<file path="config.mk">
export PLATFORM = sky130hd
export DESIGN_NAME = seg7_digit_driver
export DESIGN_NICKNAME = d
export VERILOG_FILES = /design/src/rtl/seg7_digit_driver.sv
export SDC_FILE = /design/constraint.sdc
export NUM_CORES = 1
export LEC_CHECK = 0
export CAP_MARGIN = 5
export CORE_UTILIZATION = 40
export CTS_BUF_LIST = sky130_fd_sc_hd__clkbuf_4 sky130_fd_sc_hd__clkbuf_8
export DETAILED_ROUTE_END_ITERATION = 8
export PLACE_DENSITY = 0.65
export SYNTH_ARGS = -nofsm -noshare
export SYNTH_HDL_FRONTEND = slang
export SYNTH_SLANG_ARGS = --single-unit
</file>
<file path="constraint.sdc">
create_clock -name clk -period 2.48 [get_ports clk]
set_input_delay 0.62 -clock clk [delete_from_list [all_inputs] [get_ports clk]]
set_output_delay 0.62 -clock clk [all_outputs]
set_load 0.05 [all_outputs]
</file>
<file path="src/rtl/seg7_digit_driver.sv">
// seg7_digit_driver: scan-aligned 7-segment cathode driver for a 4-digit
// display. A shadow register takes host writes at any time. The shown value
// (active) only changes at frame end, so a frame never mixes old and new
// digits. Each digit lane decodes its own nibble and works out its own blanking.
// A single output register keeps seg/dp aligned with the anode pattern.

module seg7_digit_lane (
  input  logic [3:0] nib,
  input  logic       blank,
  input  logic       dp_req,
  output logic [6:0] seg,
  output logic       dp
);

  logic [6:0] hex;

  // Hex to active-low {g..a}; a blanked lane is fully dark, dp included
  always_comb begin
    hex = 7'h7F;
    case (nib)
      4'h0: hex = 7'h40;
      4'h1: hex = 7'h79;
      4'h2: hex = 7'h24;
      4'h3: hex = 7'h30;
      4'h4: hex = 7'h19;
      4'h5: hex = 7'h12;
      4'h6: hex = 7'h02;
      4'h7: hex = 7'h78;
      4'h8: hex = 7'h00;
      4'h9: hex = 7'h10;
      4'hA: hex = 7'h08;
      4'hB: hex = 7'h03;
      4'hC: hex = 7'h46;
      4'hD: hex = 7'h21;
      4'hE: hex = 7'h06;
      4'hF: hex = 7'h0E;
      default: hex = 7'h7F;
    endcase
    seg = blank ? 7'h7F : hex;
    dp  = blank | ~dp_req;
  end

endmodule

module seg7_digit_driver #(
  parameter int BLINK_W = 6
) (
  input  logic        clk,
  input  logic        rst,
  input  logic        ce,
  input  logic [1:0]  q,
  input  logic [3:0]  an_in,
  input  logic [15:0] din,
  input  logic [3:0]  dp_in,
  input  logic        load,
  input  logic        blank_lz,
  input  logic [3:0]  blink_en,
  output logic [6:0]  seg,
  output logic        dp,
  output logic [3:0]  an,
  output logic        pending
);

  localparam int NUM_DIG = 4;

  logic [15:0]              shadow;
  logic [NUM_DIG-1:0][3:0]  active;
  logic [BLINK_W-1:0]       frame_cnt;
  logic                     frame_end;
  logic                     blink_ph;

  logic [NUM_DIG-1:0]       zero_up;    // this nibble and all above are zero
  logic [NUM_DIG-1:0]       lane_blank;
  logic [NUM_DIG-1:0][6:0]  lane_seg;
  logic [NUM_DIG-1:0]       lane_dp;

  assign frame_end = ce && (q == 2'd3);
  assign blink_ph  = frame_cnt[BLINK_W-1];

  // Shadow capture, frame-boundary transfer and frame counting.
  // A load coinciding with frame end goes straight to active.
  always_ff @(posedge clk or posedge rst) begin
    if (rst) begin
      shadow    <= '0;
      active    <= '0;
      pending   <= 1'b0;
      frame_cnt <= '0;
    end else begin
      if (load) shadow <= din;
      if (frame_end) begin
        frame_cnt <= frame_cnt + BLINK_W'(1);
        if (pending || load) active <= load ? din : shadow;
        pending <= 1'b0;
      end else if (load) begin
        pending <= 1'b1;
      end
    end
  end

  for (genvar g = 0; g < NUM_DIG; g++) begin : g_lane
    assign zero_up[g] = ((active >> (4 * g)) == 16'h0);

    // Digit 0 is never leading-zero blanked, so a value of 0 still shows "0"
    if (g == 0) begin : g_lsd
      assign lane_blank[g] = blink_en[g] && blink_ph;
    end else begin : g_upper
      assign lane_blank[g] = (blank_lz && zero_up[g]) || (blink_en[g] && blink_ph);
    end

    seg7_digit_lane u_lane (
      .nib    (active[g]),
      .blank  (lane_blank[g]),
      .dp_req (dp_in[g]),
      .seg    (lane_seg[g]),
      .dp     (lane_dp[g])
    );
  end

  // Single output stage, clocked every cycle: an, seg and dp stay aligned
  always_ff @(posedge clk or posedge rst) begin
    if (rst) begin
      seg <= 7'h7F;
      dp  <= 1'b1;
      an  <= 4'hF;
    end else begin
      seg <= lane_seg[q];
      dp  <= lane_dp[q];
      an  <= an_in;
    end
  end

endmodule

</file>
# Yosys cells after proc, flatten, opt, wreduce, memory -nomap -nowiden
# Memory sizes are Yosys's and may differ from the RTL's.
# Cells that the tools add are included.
# W data, S select, Z words.
op_classes:
  addsub: 1
  magnitude_cmp: 1
  n_eq_ne: 1
  n_mux: 11
  bitwise: 8
  n_reduce_logical: 17
ops:
  columns: ["operator", "n"]
  rows:
  - ["$logic_not A16 Y1", 3]
  - ["$mux W7", 5]
  - ["$mux W16", 1]
  - ["$bmux W7 S2", 1]
  - ["$logic_and A1 B1 Y1", 8]
  - ["$add A6 B1 Y6 const B", 1]
  - ["$logic_or A1 B1 Y1", 4]
  - ["$not A1 Y1", 4]
  - ["$or A1 B1 Y1", 4]
  - ["$lt A2 B3 Y1 const B", 1]
  - ["$mux W1", 3]
  - ["$bmux W1 S2", 1]
  - ["$eq A2 B2 Y1 const B", 1]
  - ["$reduce_and A2 Y1", 1]
  - ["$reduce_bool A2 Y1", 1]
word_totals:
  ff_bits: 51
  romBits: 448
  input_bits: 35
  output_inout_bits: 13
  wordCells: 53
  memories: 4
mem_list:
  columns: ["memory", "words", "word_bits", "read_ports", "rd_ports_with_merged_regs", "wr", "line", "source"]
  rows:
  - ["(no name shown)", 16, 7, 1, 0, 0, "20", "case (nib)"]
  - ["(no name shown)", 16, 7, 1, 0, 0, "20", null]
  - ["(no name shown)", 16, 7, 1, 0, 0, "20", null]
  - ["(no name shown)", 16, 7, 1, 0, 0, "20", null]

# Depth between registers and ports, before layout
# Gate-level depths: netlist of the first run.
depth:
  ltp_word: 6
  depth_mapped: 6
  ltp_nobuf: 6

# Cells and area by module
# From an unflattened synthesis of the first run, not the netlist that was laid out.
unflattened:
  cells_unflattened: 268
  area_unflattened_um2: 3378.2
modules_own_cells:
  columns: ["module", "instances", "cells_per_inst", "area_each_um2", "seq_area_each_um2"]
  rows:
  - ["seg7_digit_driver", 1, 124, 2167.1, 1291.2]
  - ["seg7_digit_lane", 4, 36, 302.8, 0.0]

# Least setup slack after synthesis of the first run
# Ideal clock, no wire load.
synth_timing:
  path_type: "input to register"
  startpoint: "input port q[1]"
  endpoint: "register active[10] in the netlist's numbering"
  setup_time_ps: 128
  arrival_time_ps: 1741
  required_time_ps: 2352
  path_slack_ps: 611
  cell_stages: 6
  n_path_buf: 3
  cell_sequence: "buf_2 -> and3_1 -> buf_2 -> o21ai_2 -> buf_4 -> mux2_1"
synth_between:
  elab_chain_cells: 3
synth_lines:
  columns: ["item", "line", "source"]
  rows:
  - ["start: declaration", "51", "input logic [1:0] q,"]
  - ["$eq A2 B2 Y1", "77", "assign frame_end = ce && (q == 2'd3);"]
  - ["$logic_and A1 B1 Y1", "77", null]
  - ["$reduce_and A2 Y1 (no source line)", null, null]
  - ["end signal: assignment", "92", "if (pending || load) active <= load ? din : shadow;"]
  - ["end: declaration", "67", "logic [NUM_DIG-1:0][3:0] active;"]
# No other way between the ends.
# A chain may end at the register's enable or synchronous reset.

# Worst setup path in the final report of the first run
layout_timing:
  startpoint: "register seg[1]"
  endpoint: "output port seg[1]"
layout_rtl:
  columns: ["item", "line", "source"]
  rows:
  - ["start: declaration", "58", "output logic [6:0] seg,"]
  - ["start signal: assignment", "126", "seg <= lane_seg[q];"]
# No word-level cell between the ends.

==> flow_summary.toml, run 1 <==
[grt]
grt-ovfl-total = 0
grt_use_total_pct = 16.6
grt_pass1_vias = 2162
antenna_found_initial = 0
grt_pass1_wl_microns = 10700
grt_max_degree = 30

[clock_network]
htree_levels = 2
hold_buffers = 0
clk_pin_slew_ps = 100
cts_setup_buffers = 0
cts.sinks = 51
clk_latency_ps = 310
cts_made_buffers = 5
ctsResizeCount = 0
cts_tree = "done"
clock-root-buffer = "clkbuf_8"
clock_path_buffers = 2

[worst_setup_path]
critPathTopFamily = "buffers and inverters"
crit_fanout = 1
crit_chain = "clkdlybuf4s50_1"
cp-end-kind = "output pin"
cp_slowest_cell = "clkdlybuf4s50_1"
path_class = "reg -> out"
slowest_delay_ps = 790
cp.arrival_ps = 1640
cp-start-kind = "flop"
cp.buffers_inverters = 1
startpoint = "seg[1]"
r2r-start = "active[12]"
worstPathRequired_ps = 1860

[timing]
skew_ps = 7.07
post-route-period-util_pct = 91.1
timing.final.ws_setup_ps = 220
hold_viol_final = 0
period_needed_ps = 2260
rsz0062_at_grt = "false"
finalSetupTns_ps = 0
setup_viol = 0
worst_slew_pin_slew_ps = 855
relSlewSlack_pct = 43.0
drv_slew = 0
timing.fmax_mhz = 442

[min_path]
hold_path.startpoint = "frame_cnt[4]"
hold_class = "reg -> reg"

[logic_synthesis]
synth_fp_nets = 335
syn_inst = 278
syn_area_sq_um = 3090
yosysSeqAreaShare_pct = 41.8
yosysWarnings = 0
synth-seq-cells = 51
ys_types = 47
syn_area_per_cell_sq_um = 11.1

[final_layout]
area_growth_pct = 20.7
drive_above_1_share_pct = 17.8
final_cell_mix = "clkdlybuf4s50_1, dfrtp_1, ha_1"
antenna_cells = 0
final_common_cell = "clkdlybuf4s50_1"
finalNetCount = 377
design_area_sq_um = 3730

[flow_run]
cap_violations = 0

[detailed_routing]
drc = 0
drtIter0Drc = 153
ant_nets = 0
avgRoutedWirePerCell_microns = 14.9
first_pass_iters = 4
vias_per_cell = 5.14
drt_wl_total_microns = 6270
num_vias = 2158

[power_and_ir_drop]
p_per_area_nw_per_um2 = 768
peakVddDrop_mv = 0.322
p_leak_nw = 1.54
totalPowerFinal_mw = 2.86

[placement]
place_hpwl_microns = 4700
placed_area_sq_um = 3640
port_buffers = 47
gp_congestion = 0.843
pre_cts_ws_ps = 68.4

[floorplanning]
die_x_microns = 89.9
io_pins = 48
row_count = 31
die_h_microns = 89.9
die-area_sq_um = 8080
core_area_sq_um = 7370
start_util_pct = 41.9

[run_status]
status = "finished clean"
final cells by class:
cell class	count	area, sq um
multi-input cells	192	1650
clock buffers	5	68.8
flip-flops and latches	51	1290
clock inverters	3	18.8
well taps	99	124
inverters	16	60.1
fillers	680	3640
repair buffers	54	523
state kept, by name (all words and copies together) (netlist names):
| name | cells |
|---|---|
| active | 16 |
| shadow | 16 |
| seg | 7 |
| frame_cnt | 6 |
| an | 4 |
| dp | 1 |
| pending | 1 |
synth_stat cells, drive strengths merged:
library cell   n  share of area [%]
mux2          41                 15
dfrtp         39                 32
ha            22                8.9
o211ai        18                4.4
inv           16                1.9
nand2         13                1.6
dfstp         12                 10
nor2          12                1.5
buf           11                2.0
nand3         11                1.8
a21oi         10                1.6
clkbuf         8                1.0
a32o           6                1.9
a31oi          5                1.0
nand2b         5                1.0
nor2b          4               0.81
nor3b          4                1.1
o21ai          4               0.77
o311ai         4                1.1
xnor2          4                1.1
a211o          3               0.85
a221oi         3                1.8
mux2i          3               0.97
a21o           2               0.49
a31o           2               0.57
o21bai         2               0.49
xor2           2               0.57
a211oi         1               0.65
a21bo          1               0.32
a21boi         1               0.24
a22oi          1               0.24
a41oi          1               0.53
and2           1               0.20
and3           1               0.20
and4           1               0.28
and4bb         1               0.53
nand3b         1               0.24
nand4          1               0.20
or2b           1               0.24
path summary, 6_finish.rpt:
| check | end | slack, ps | cells after the start |
|---|---|---|---|
| max in group asynchronous | seg[2] | 1450 | 3 |
| hold reg to reg | frame_cnt[4] | 490 | 1 |
| setup / recovery | seg[1] | 220 | 1 |
| setup reg to reg | seg[4] | 450 | 6 |
| hold / removal | frame_cnt[4] | 490 | 1 |
| min in group asynchronous | frame_cnt[2] | 650 | 3 |
cell families (layout without fill, tap and decap cells):
logic type      count (synthesis)  in the layout  synth area share (%)
compound gates                 64             64                  17.0
xor+xnor                        6              6                  1.70
fa+ha+maj                      22             22                  8.91
buf+inv                        35             78                  4.98
flops                          51             51                  41.8
mux                            44             44                  15.9
simple gates                   56             56                  9.68
routing by layer:
layer  track usage, %  wire length (microns)  vias to the layer above
met5                0                      0                        -
met4             5.24                     97                        0
met3             2.71                    178                        8
met2             26.2                   2860                       46
met1             23.5                   3130                     1024
li1                 -                      -                     1080
stage by stage:
stage / util, % / cells / hold slack (ps)
after floorplan: - / 278 / 446
after global placement: 49.4 / 412 / 463
after detailed placement: 49.4 / 412 / 472
after CTS: 50.6 / 420 / 490
after global routing: 50.6 / 420 / 517
final: 50.6 / 420 / 494
report_power, final:
group / internal (mW) / total (mW) / leakage, nW / switching [mW]
Combinational: 0.531 / 1.10 / 0.906 / 0.570
Sequential: 1.03 / 1.28 / 0.590 / 0.251
Clock: 0.199 / 0.487 / 0.0483 / 0.288
No activity file was read; power rests on OpenSTA's default activity.
==> inputs of run 2 (changes only) <==
--- a/config.mk
+++ b/config.mk
@@ -6,10 +6,12 @@
 export NUM_CORES = 1
 export LEC_CHECK = 0
 export CAP_MARGIN = 5
+export CELL_PAD_IN_SITES_DETAIL_PLACEMENT = 0
+export CELL_PAD_IN_SITES_GLOBAL_PLACEMENT = 1
 export CORE_UTILIZATION = 40
 export CTS_BUF_LIST = sky130_fd_sc_hd__clkbuf_4 sky130_fd_sc_hd__clkbuf_8
 export DETAILED_ROUTE_END_ITERATION = 8
-export PLACE_DENSITY = 0.65
+export PLACE_DENSITY = 0.79
 export SYNTH_ARGS = -nofsm -noshare
 export SYNTH_HDL_FRONTEND = slang
 export SYNTH_SLANG_ARGS = --single-unit
==> run 2 against run 1 <==
Design area grew 1.5%. Fmax down 0.98%. Sequential power barely moved. Wire length is 2.9% higher. Sequential cell count did not move. Worst setup slack got worse by 22 ps. Critical path type unchanged. Critical endpoint is now seg[5]. Largest power group unchanged. Highest routed layer unchanged.
==> flow_summary.toml, run 2 (synthesis results as in run 1) <==
[run_status]
status = "finished clean"

[floorplanning]
core_area_sq_um = 7370
die-area_sq_um = 8080
io_pins = 48
start_util_pct = 41.9
die_x_microns = 89.9
die_h_microns = 89.9
row_count = 31

[placement]
pre_cts_ws_ps = 229
port_buffers = 47
place_hpwl_microns = 4950
dp_cells = 415
gp_congestion = 0.832

[grt]
top_usage_layer = "met2"
grt-ovfl-total = 0
use_met3_pct = 3.30
grt_use_total_pct = 17.7
grt_pass1_vias = 2325
grt_max_degree = 32
met2_usage_pct = 28.3
antenna_found_initial = 0
grt_pass1_wl_microns = 11500
met1_usage_pct = 24.1

[worst_setup_path]
worstPathRequired_ps = 1860
critPathTopFamily = "buffers and inverters"
crit_chain = "clkdlybuf4s50_1"
cp_slowest_cell = "clkdlybuf4s50_1"
cp-end-kind = "output pin"
cp-start-kind = "flop"
path_class = "reg -> out"
cp.buffers_inverters = 1
slowest_delay_ps = 800
cp.arrival_ps = 1660
crit_fanout = 1

[flow_run]
cap_violations = 0

[detailed_routing]
drt_wl_total_microns = 6450
drc = 0
drtIter0Drc = 153
vias_per_cell = 5.28
ant_nets = 0
first_pass_iters = 4
avgRoutedWirePerCell_microns = 15.2
num_vias = 2234

[clock_network]
ctsResizeCount = 0
cts.sinks = 51
cts_made_buffers = 5
cts_tree = "done"
hold_buffers = 0
htree_levels = 2
clock_path_buffers = 2
clk_latency_ps = 310
clk_pin_slew_ps = 100
cts_setup_buffers = 0
clock-root-buffer = "clkbuf_8"

[power_and_ir_drop]
p_leak_nw = 1.57
totalPowerFinal_mw = 2.92
p_per_area_nw_per_um2 = 772
peakVddDrop_mv = 0.395

[timing]
setup_viol = 0
hold_viol_final = 0
finalSetupTns_ps = 0
relSlewSlack_pct = 65.2
worst_slew_pin_slew_ps = 522
post-route-period-util_pct = 92.0
rsz0062_at_grt = "false"
skew_ps = 9.75
period_needed_ps = 2280
timing.final.ws_setup_ps = 197
timing.fmax_mhz = 438
drv_slew = 0

[final_layout]
final_common_cell = "clkdlybuf4s50_1"
drive_above_1_share_pct = 18.5
antenna_cells = 0
final_cell_count_no_fill = 423
finalNetCount = 380
fin_util_pct = 51.4
top_regs = "active: 16 flops, shadow: 16 flops, seg: 7 flops"
area_growth_pct = 22.6
final_cell_mix = "clkdlybuf4s50_1, dfrtp_1, ha_1"

[min_path]
hold_class = "reg -> reg"
run 2: cell types whose count changed in the layout (fill, tap and decap cells not counted), sizes merged:
cell and change:
buf +3, clkbuf +1, clkinv -1
run 2: cell type report:
class | count | area [sq um]
flip-flops and latches | 51 | 1290
clock buffers | 6 | 82.6
multi-input cells | 192 | 1650
well taps | 99 | 124
inverters | 16 | 60.1
fillers | 683 | 3580
clock inverters | 2 | 13.8
repair buffers | 57 | 571
run 2: worst paths after layout:
kind                       cells after the start      endpoint  slack (ps)         start
setup / recovery                               1        seg[5]         200        seg[5]
hold / removal                                 1  frame_cnt[4]         480  frame_cnt[4]
setup reg to reg                               6        seg[4]         460    active[12]
hold reg to reg                                1  frame_cnt[4]         480  frame_cnt[4]
max in group asynchronous                      3        seg[6]        1260           rst
min in group asynchronous                      2     shadow[6]         630           rst
run 2: where the power goes:
| group | total, mW | switching, mW | internal, mW |
|---|---|---|---|
| Combinational | 1.17 | 0.619 | 0.547 |
| Clock | 0.512 | 0.284 | 0.229 |
| Sequential | 1.25 | 0.219 | 1.03 |
| Total | 2.92 | 1.12 | 1.80 |
run 2: per-stage QoR:
step / hold slack, ps / cell area, sq um
detailed placement: 467 / 3690
global placement: 465 / 3690
global route: 514 / 3790
CTS: 484 / 3790
finish: 480 / 3790
floorplan: 446 / 3090
run 2: routing by layer:
| layer | vias up | wire, microns |
|---|---|---|
| li1 | 1096 | - |
| met1 | 1086 | 3080 |
| met2 | 42 | 3030 |
| met3 | 10 | 205 |
| met4 | 0 | 130 |
| met5 | - | 0 |
==> inputs of run 3 (changes only) <==
--- a/config.mk
+++ b/config.mk
@@ -9,7 +9,7 @@
 export CELL_PAD_IN_SITES_DETAIL_PLACEMENT = 0
 export CELL_PAD_IN_SITES_GLOBAL_PLACEMENT = 1
 export CORE_UTILIZATION = 40
-export CTS_BUF_LIST = sky130_fd_sc_hd__clkbuf_4 sky130_fd_sc_hd__clkbuf_8
+export CTS_BUF_LIST = sky130_fd_sc_hd__clkbuf_8
 export DETAILED_ROUTE_END_ITERATION = 8
 export PLACE_DENSITY = 0.79
 export SYNTH_ARGS = -nofsm -noshare
==> results of run 3 <==
The final DEF is identical to that of run 2; final timing and power are the same.
